File: config.mk
export PLATFORM = sky130hd
export DESIGN_NAME = proc_run_ctrl
export DESIGN_NICKNAME = d
export VERILOG_FILES = /design/src/rtl/proc_run_ctrl.sv
export SDC_FILE = /design/constraint.sdc
export NUM_CORES = 1
export LEC_CHECK = 0
export ABC_AREA = 1
export CAP_MARGIN = 0
export CORE_UTILIZATION = 45
export CTS_CLUSTER_DIAMETER = 40
export DETAILED_ROUTE_END_ITERATION = 10
export GPL_TIMING_DRIVEN = 0
export PLACE_DENSITY_LB_ADDON = 0.08
export SYNTH_ARGS = -nofsm -noshare
export SYNTH_HDL_FRONTEND = slang
export SYNTH_SLANG_ARGS = --single-unit
File: constraint.sdc
create_clock -name clk -period 3.4 [get_ports clk]
set_input_delay 0.85 -clock clk [delete_from_list [all_inputs] [get_ports clk]]
set_output_delay 0.85 -clock clk [all_outputs]
set_load 0.05 [all_outputs]
File: src/rtl/proc_run_ctrl.sv
// Run-control and reset sequencer for the processor core.
// Holds the core in reset for RST_HOLD edges, then gates the core's PC
// advance according to the selected run mode and PC breakpoints, and
// counts cycles in which the PC was allowed to advance.
module proc_run_ctrl #(
  parameter int RST_HOLD = 2,
  parameter int PC_W     = 32,
  parameter int CNT_W    = 16,
  parameter int NUM_BP   = 2
) (
  input  logic                   clk,
  input  logic                   reset,
  input  logic [1:0]             mode,
  input  logic                   start,
  input  logic                   step,
  input  logic [CNT_W-1:0]       run_count,
  input  logic [PC_W-1:0]        pc,
  input  logic [NUM_BP*PC_W-1:0] bp_addr,
  input  logic [NUM_BP-1:0]      bp_en,
  output logic                   core_reset,
  output logic                   enable_pc_external,
  output logic                   test,
  output logic                   halted,
  output logic [NUM_BP-1:0]      bp_hit,
  output logic [CNT_W-1:0]       cycle_cnt
);

  localparam int HOLD_W = (RST_HOLD < 1) ? 1 : $clog2(RST_HOLD + 1);

  localparam logic [1:0] MODE_FREE = 2'b00;
  localparam logic [1:0] MODE_STEP = 2'b01;
  localparam logic [1:0] MODE_RUNN = 2'b10;
  localparam logic [1:0] MODE_HALT = 2'b11;

  typedef enum logic [2:0] {
    S_HOLD,
    S_IDLE,
    S_RUN,
    S_STEP,
    S_HALT
  } state_t;

  state_t              state_q, state_d;
  logic [HOLD_W-1:0]   hold_cnt_q, hold_cnt_d;
  logic                core_reset_q, core_reset_d;
  logic                test_q, test_d;
  logic                halted_q, halted_d;
  logic                en_q, en_d;
  logic                skip_q, skip_d;
  logic [CNT_W-1:0]    remaining_q, remaining_d;
  logic [CNT_W-1:0]    cycle_cnt_q, cycle_cnt_d;
  logic [NUM_BP-1:0]   bp_hit_q, bp_hit_d;

  logic                step_eff;
  logic                active;
  logic [NUM_BP-1:0]   bp_match;
  logic                enable;
  logic                stop;

  // Zero-latency breakpoint compare and PC enable; a start pulse masks step.
  always_comb begin
    step_eff = step & ~start;
    active   = (state_q == S_RUN) | ((state_q == S_STEP) & step_eff);
    for (int i = 0; i < NUM_BP; i++) begin
      bp_match[i] = bp_en[i] & (pc == bp_addr[i*PC_W +: PC_W]) & active & ~skip_q;
    end
    case (state_q)
      S_RUN:   enable = en_q & ~(|bp_match);
      S_STEP:  enable = step_eff & ~(|bp_match);
      default: enable = 1'b0;
    endcase
  end

  // Next-state logic for the sequencer and all registered outputs.
  always_comb begin
    state_d      = state_q;
    hold_cnt_d   = hold_cnt_q;
    core_reset_d = core_reset_q;
    test_d       = test_q;
    halted_d     = halted_q;
    en_d         = en_q;
    skip_d       = skip_q;
    remaining_d  = remaining_q;
    cycle_cnt_d  = cycle_cnt_q + CNT_W'(enable);
    bp_hit_d     = bp_hit_q | bp_match;
    stop         = 1'b0;

    case (state_q)
      S_HOLD: begin
        hold_cnt_d = hold_cnt_q + HOLD_W'(1);
        if (hold_cnt_d >= HOLD_W'(RST_HOLD)) begin
          core_reset_d = 1'b1;
          test_d       = 1'b1;
          halted_d     = 1'b1;
          state_d      = S_IDLE;
        end
      end

      S_IDLE, S_HALT: begin
        en_d     = 1'b0;
        halted_d = 1'b1;
        if (start) begin
          bp_hit_d    = '0;
          skip_d      = 1'b1;
          remaining_d = '0;
          case (mode)
            MODE_FREE: begin
              state_d  = S_RUN;
              en_d     = 1'b1;
              halted_d = 1'b0;
            end
            MODE_STEP: begin
              state_d  = S_STEP;
              halted_d = 1'b0;
            end
            MODE_RUNN: begin
              if (run_count == '0) begin
                state_d = S_HALT;
              end else begin
                state_d     = S_RUN;
                remaining_d = run_count;
                en_d        = 1'b1;
                halted_d    = 1'b0;
              end
            end
            default: ;
          endcase
        end
      end

      S_RUN: begin
        skip_d = 1'b0;
        // Budget only counts down for a run-N launch (remaining is zero otherwise).
        if ((mode == MODE_RUNN) && enable && (remaining_q != '0)) begin
          remaining_d = remaining_q - CNT_W'(1);
          if (remaining_q == CNT_W'(1)) stop = 1'b1;
        end
        if (|bp_match) stop = 1'b1;
        if (mode == MODE_HALT) stop = 1'b1;
      end

      S_STEP: begin
        if (step_eff) skip_d = 1'b0;
        if (|bp_match) stop = 1'b1;
        if (mode == MODE_HALT) stop = 1'b1;
      end

      default: state_d = S_HOLD;
    endcase

    if (stop) begin
      state_d  = S_HALT;
      en_d     = 1'b0;
      halted_d = 1'b1;
    end
  end

  // State registers; reset clears everything immediately.
  always_ff @(posedge clk or negedge reset) begin
    if (!reset) begin
      state_q      <= S_HOLD;
      hold_cnt_q   <= '0;
      core_reset_q <= 1'b0;
      test_q       <= 1'b0;
      halted_q     <= 1'b0;
      en_q         <= 1'b0;
      skip_q       <= 1'b0;
      remaining_q  <= '0;
      cycle_cnt_q  <= '0;
      bp_hit_q     <= '0;
    end else begin
      state_q      <= state_d;
      hold_cnt_q   <= hold_cnt_d;
      core_reset_q <= core_reset_d;
      test_q       <= test_d;
      halted_q     <= halted_d;
      en_q         <= en_d;
      skip_q       <= skip_d;
      remaining_q  <= remaining_d;
      cycle_cnt_q  <= cycle_cnt_d;
      bp_hit_q     <= bp_hit_d;
    end
  end

  assign core_reset         = core_reset_q;
  assign test               = test_q;
  assign halted             = halted_q;
  assign bp_hit             = bp_hit_q;
  assign cycle_cnt          = cycle_cnt_q;
  assign enable_pc_external = enable;

endmodule

==> run_results.csv, run 1 <==
group,metric,value,unit
placed_design,placedInstanceArea,0.00520,mm²
die,dieArea,0.00843,mm²
status,status,"finished clean",
layout,postLayoutCellArea,0.00543,mm²
yosys,synth_mux_area_share,0,%
sta,finalHoldViolCount,0,
global_route,antenna_found_initial,0,
power,switching_power,1.21,mW
layout,diodes,0,
yosys,synth_compound_area_share,8.92,%
yosys,yosys.area_share.xor_xnor,8.68,%
sta,post-route-period-util,97.5,%
yosys,yosys_warnings,0,
sta,setup_viol,0,
critical_path,cp-start-kind,"input port",
route,vias_per_cell,4.95,
yosys,ys_types,33,
power,internal-power,1.38,mW
die,core,0.00777,mm²
clock_tree,insertion_delay,300,ps
critical_path,cp.required,3630,ps
sta,slew_violations,0,
sta,tightest_slew,508,ps
yosys,async_flop_share,100,%
placed_design,dp_worst_setup_slack,-547,ps
clock_tree,clockBufferDepth,2,
yosys,yosys-top-cells-area,"dfrtp_1 (30%), nand2_1 (19%), inv_1 (11%), nor2_1 (7.0%), nand3_1 (6.3%)",
yosys,synth-simple-area-share,37.5,%
clock_tree,cts_root_buf,"clkbuf_8",
power,leakagePower,2.83,nW
yosys,yosysSeqAreaShare,29.6,%
min_path,hold_path_class,"flip-flop to flip-flop",
job,maxCapViolCount,0,
layout,multi_input_area,0.00222,mm²
yosys,synth_area_per_cell,6.18,µm²
clock_tree,cts_tree,"yes",
placed_design,io_buffers,141,
die,num_rows,32,
global_route,grt_pass1_wl,17.1,mm
placed_design,gp_congestion,0.917,
die,die_h,91.8,µm
power,seqPwrFrac,30.8,%
yosys,synth_top_area_share,29.6,%
global_route,grt_max_degree,27,
critical_path,critical_path_class,"input port to flip-flop",
global_route,gr-total-overflow,0,
die,die_w,91.8,µm
die,ioPinCount,142,
yosys,synth_largest_area_cell,"dfrtp_1",
die,initial_core_util,46.7,%
route,drt-initial-drc-count,197,
layout,drive_gt1_share,7.01,%
layout,area_growth,49.4,%
yosys,synth_nets,717,
route,antenna_left,0,
clock_tree,clk_pin_slew,80,ps
yosys,synth-seq-cells,43,
power,clkPwrFrac,12.7,%
sta,fin_ws,83.3,ps
placed_design,dp_hpwl,8.74,mm
power,cellPowerDensity,477,mW/mm²
yosys,synthCells,588,
yosys,synth_top_family_by_area,"simple AND/OR/NAND/NOR gates",
yosys,synth_edf_count,0,
power,ir_drop,0.319,mV
placed_design,dp_cells,832,
sta,timing.hold.ws,482,ps
sta,period_minus_slack,3320,ps
layout,instances_no_fill,844,
route,wl,10.7,mm
yosys,synth_commonest_cells,"nand2_1 (187), inv_1 (104), nor2_1 (68)",
critical_path,cpMaxStageDelayCell,"clkdlybuf4s50_1",
yosys,syn_area,0.00363,mm²
global_route,grt_pass1_vias,3789,
power,switching_share,46.9,%
layout,fillers,723,
critical_path,path_cells,"clkdlybuf4s50_1 > inv_2 > o21ai_2 > nor2_1 > nand2_1 > nor2_1 > nand3_1 > nor2_4 > nor3_4 > ha_2 > ha_4 > nand3_2 > nor3b_2 > nand3_2 > nor2_4 > nand3_2 > nor3_2 > xor2_1",
sta,max_freq,0.302,GHz
clock_tree,cts-htree-levels,2,
power,pwr-share-comb,56.5,%
clock_tree,ctsHoldBuffers,0,
global_route,gr-usage-all-layers,25.7,%
critical_path,path_max_fanout,3,
sta,setup-tns-final,0,ps
route,drc_errors,0,
sta,finClkSkew,3.28,ps
clock_tree,cts_buffers,5,
route,firstDrtPassIters,5,
clock_tree,cts_sinks,43,
yosys,synth-adder-area-share,3.10,%
route,avgRoutedWirePerCell,12.7,µm
critical_path,slowest_delay,500,ps
yosys,ys.flop_type,"dfrtp_1",
sta,max_slew_margin,65.6,%
critical_path,cpMostUsedCell,"nand3_2",
yosys,yosysMostFrequentCell,"nand2_1",
route,route.vias.total,4182,
critical_path,crit_path_end_kind,"flip-flop",
layout,regArea,0.00108,mm²
critical_path,cp.arrival,3550,ps
layout,nets,870,
==> cell usage in the layout, fill, tap and decap left out, types with 3 or more instances in the layout <==
| cell | instances |
|---|---|
| a21oi_1 | 12 |
| buf_4 | 7 |
| clkbuf_1 | 4 |
| clkbuf_8 | 5 |
| clkdlybuf4s50_1 | 132 |
| dfrtp_1 | 43 |
| dlymetal6s2s_1 | 7 |
| ha_1 | 7 |
| inv_1 | 100 |
| inv_2 | 8 |
| nand2_1 | 186 |
| nand3_1 | 42 |
| nand3_2 | 4 |
| nand4_1 | 3 |
| nor2_1 | 65 |
| nor2_2 | 4 |
| nor2_4 | 3 |
| nor3_1 | 5 |
| o21ai_0 | 27 |
| o21ai_1 | 8 |
| o21ai_2 | 4 |
| o22ai_1 | 3 |
| xnor2_1 | 20 |
| xor2_1 | 15 |
==> cell type report <==
cell class	instances	share of cell area (%)
clock buffer	6	1.34
multi-input combinational	431	41.0
sequential	43	19.8
buffer	6	0.692
timing repair buffer	146	27.1
clock inverter	2	0.231
tap	102	2.35
inverter	108	7.47
==> registers in the layout, summed over array words and instances, names as in the netlist <==
signal	count
bp_hit	2
cycle_cnt	16
en_q	1
halted	1
hold_cnt_q	2
remaining_q	16
skip_q	1
state_q	3
test	1
==> cell families after synthesis <==
| logic type | after synthesis |
|---|---|
| flops | 43 |
| buf+inv | 114 |
| fa+ha+maj | 9 |
| simple gates | 326 |
| compound gates | 60 |
| xor+xnor | 36 |
==> final timing paths <==
kind                            cells after the start           from        endpoint  slack (ps)
max in group asynchronous                           2          reset  remaining_q[8]        2410
worst max-delay path                               18         pc[13]   cycle_cnt[14]          80
worst min register to register                      1  cycle_cnt[15]   cycle_cnt[15]         480
worst min-delay path                                1  cycle_cnt[15]   cycle_cnt[15]         480
worst max register to register                     17     state_q[2]   cycle_cnt[14]         700
min in group asynchronous                           1          reset    cycle_cnt[1]         500
==> repair_timing <==
item	CTS	global route
pin swaps	0	11
endpoints found under the setup margin	2	5
setup buffers	0	4
resized for setup	9	41
==> through the flow <==
stage	total power, mW	util, %
after floorplan	1.77	-
after CTS	2.58	68.2
after global placement	2.19	66.8
final	2.59	69.9
after detailed placement	2.24	67.0
after global routing	2.83	69.9
==> power groups by stage <==
stage	sequential, mW	combinational, mW	clock [mW]
after floorplan	0.876	0.891	0
after global placement	0.791	1.40	0
after detailed placement	0.797	1.44	0
after CTS	0.791	1.45	0.338
after global routing	0.817	1.64	0.366
final	0.798	1.46	0.330
==> per-layer routing <==
layer	vias up	part of all wire, %	track usage [%]
met5	-	0	0
li1	2122	-	-
met4	0	1.5	5.34
met3	14	6.4	4.06
met1	1917	42	33.0
met2	129	50	45.4
==> worst max-delay path, delay by kind of cell <==
kind                     cells  cell delay (ps)
AND/OR/NAND/NOR             12             1470
AO/OA/AOI/OAI                1              130
buffers and inverters        2              560
adder cells (fa/ha/maj)      2              370
XOR/XNOR                     1              150
No activity file was read; power rests on OpenSTA's default activity.
==> run 2: changes to the inputs <==
--- a/config.mk
+++ b/config.mk
@@ -9,6 +9,7 @@
 export CAP_MARGIN = 0
 export CORE_UTILIZATION = 45
 export CTS_CLUSTER_DIAMETER = 40
+export CTS_CLUSTER_SIZE = 24
 export DETAILED_ROUTE_END_ITERATION = 10
 export GPL_TIMING_DRIVEN = 0
 export PLACE_DENSITY_LB_ADDON = 0.08
==> results of run 2 <==
No change in the layout: final DEF, timing and power equal those of run 1.
==> run 3: changes to the inputs <==
--- a/config.mk
+++ b/config.mk
@@ -12,6 +12,7 @@
 export CTS_CLUSTER_SIZE = 24
 export DETAILED_ROUTE_END_ITERATION = 10
 export GPL_TIMING_DRIVEN = 0
+export MAX_ROUTING_LAYER = met4
 export PLACE_DENSITY_LB_ADDON = 0.08
 export SYNTH_ARGS = -nofsm -noshare
 export SYNTH_HDL_FRONTEND = slang
==> run_results.csv, run 3 (synthesized netlist as in run 1, its figures left out) <==
group,metric,value,unit
die,die_w,91.8,µm
global_route,grt_pass1_vias,3894,
status,status,"finished clean",
clock_tree,cts_sinks,43,
route,route.vias.total,4150,
critical_path,cp-start-kind,"input port",
sta,post-route-period-util,96.7,%
critical_path,slowest_delay,500,ps
power,cellPowerDensity,483,mW/mm²
placed_design,io_buffers,141,
critical_path,crit_path_end_kind,"output port",
critical_path,reg2reg_from,"state_q[2]",
layout,instances_no_fill,846,
global_route,grt_max_degree,40,
die,dieArea,0.00843,mm²
layout,mostFrequentLayoutCells,"nand2_1 (186), clkdlybuf4s50_1 (125), inv_1 (99), nor2_1 (62), dfrtp_1 (43)",
die,ioPinCount,142,
placed_design,dp_hpwl,8.77,mm
critical_path,r2r_slack,700,ps
placed_design,gp_congestion,0.901,
sta,finClkSkew,8.89,ps
layout,diodes,0,
clock_tree,cts_buffers,5,
critical_path,path_max_fanout,3,
critical_path,cpMaxStageDelayCell,"clkdlybuf4s50_1",
die,num_rows,32,
clock_tree,clockBufferDepth,2,
power,totalPowerFinal,2.65,mW
sta,max_slew_margin,63.9,%
critical_path,critical_path_class,"input port to output port",
power,ir_drop,0.353,mV
die,initial_core_util,46.7,%
clock_tree,insertion_delay,320,ps
route,wl,10.9,mm
sta,slew_violations,0,
power,leakagePower,2.91,nW
placed_design,dp_cells,832,
die,core,0.00777,mm²
sta,setup_viol,0,
critical_path,path_cells,"clkdlybuf4s50_1 > inv_1 > nand2_1 > o21ai_1 > nor2_1 > nand2_1 > nor2_1 > nand3_2 > nor2_4 > nor3_4 > buf_6",
layout,area_growth,51.3,%
clock_tree,cts_root_buf,"clkbuf_8",
layout,multi_input_area,0.00225,mm²
critical_path,cp.arrival,2440,ps
layout,fillers,695,
sta,max_freq,0.304,GHz
job,maxCapViolCount,0,
global_route,grt_pass1_wl,17.8,mm
global_route,gr-total-overflow,0,
layout,nets,872,
critical_path,reg2reg_to,"cycle_cnt[15]",
route,vias_per_cell,4.91,
critical_path,cp.required,2550,ps
route,firstDrtPassIters,4,
route,antenna_left,0,
clock_tree,clk_pin_slew,80,ps
die,die_h,91.8,µm
clock_tree,cts-htree-levels,2,
sta,tightest_slew,533,ps
layout,layout_commonest_cell,"nand2_1",
critical_path,ff2ff_path_depth,16,
route,avgRoutedWirePerCell,12.9,µm
global_route,gr-usage-all-layers,27.3,%
sta,period_minus_slack,3290,ps
layout,regArea,0.00108,mm²
route,drc_errors,0,
min_path,hold_path_class,"input port to asynchronous set/reset pin",
layout,drive_gt1_share,7.80,%
clock_tree,cts_tree,"yes",
global_route,antenna_found_initial,0,
sta,finalHoldViolCount,0,
route,drt-initial-drc-count,153,
-- run 3: final cells by class --
type | count | area share [%]
flip-flops and latches | 43 | 19.6
clock buffers | 5 | 1.25
multi-input cells | 431 | 40.9
inverters | 108 | 7.38
clock inverters | 3 | 0.455
repair buffers | 148 | 27.4
well taps | 102 | 2.32
plain buffers | 6 | 0.683
-- run 3: stage by stage --
step	util, %	cell area, µm²	setup TNS [ps]	setup WS [ps]	hold slack (ps)
6_report	70.7	5500	0	113	349
2_1_floorplan	-	3650	0	9.27	462
5_1_grt	70.7	5500	-86.8	-71.8	348
3_5_place_dp	67.0	5200	-2190	-569	471
4_1_cts	68.7	5340	0	8.70	348
3_3_place_gp	66.8	5190	-1620	-539	460
-- run 3: how the worst max path moves through the flow --
stage | endpoint | cells after the start | slack, ps | from
after CTS | enable_pc_external | 10 | 9 | start
after detailed placement | enable_pc_external | 10 | -570 | start
final | enable_pc_external | 11 | 110 | pc[17]
after global placement | enable_pc_external | 10 | -540 | start
after floorplan | cycle_cnt[14] | 16 | 9 | pc[31]
after global routing | cycle_cnt[15] | 17 | -70 | pc[8]
-- run 3: repair_timing --
action,CTS,global route
hold buffers,0,0
setup buffers,1,5
setup endpoints to repair,3,6
pin swaps,3,11
gates cloned,0,0
endpoints found under the hold margin,0,0
resized for setup,16,47
-- run 3: worst max-delay path: cells and delay by family --
kind            cells  cell delay, ps
simple gates        7             770
buf+inv             3             730
compound gates      1              70
-- run 3: power by group --
part | leakage, nW | switching, mW | internal (mW)
registers | 0.549 | 0.146 | 0.657
clock network | 0.0443 | 0.204 | 0.147
logic | 2.32 | 0.913 | 0.585
-- run 3: metal layers --
layer / up-vias / share of wire, % / track usage (%)
li1: 2125 / - / -
met1: 1888 / 42 / 33.1
met2: 122 / 51 / 48.4
met3: 15 / 4.8 / 3.15
met4: 0 / 1.6 / 6.64
met5: - / 0 / -
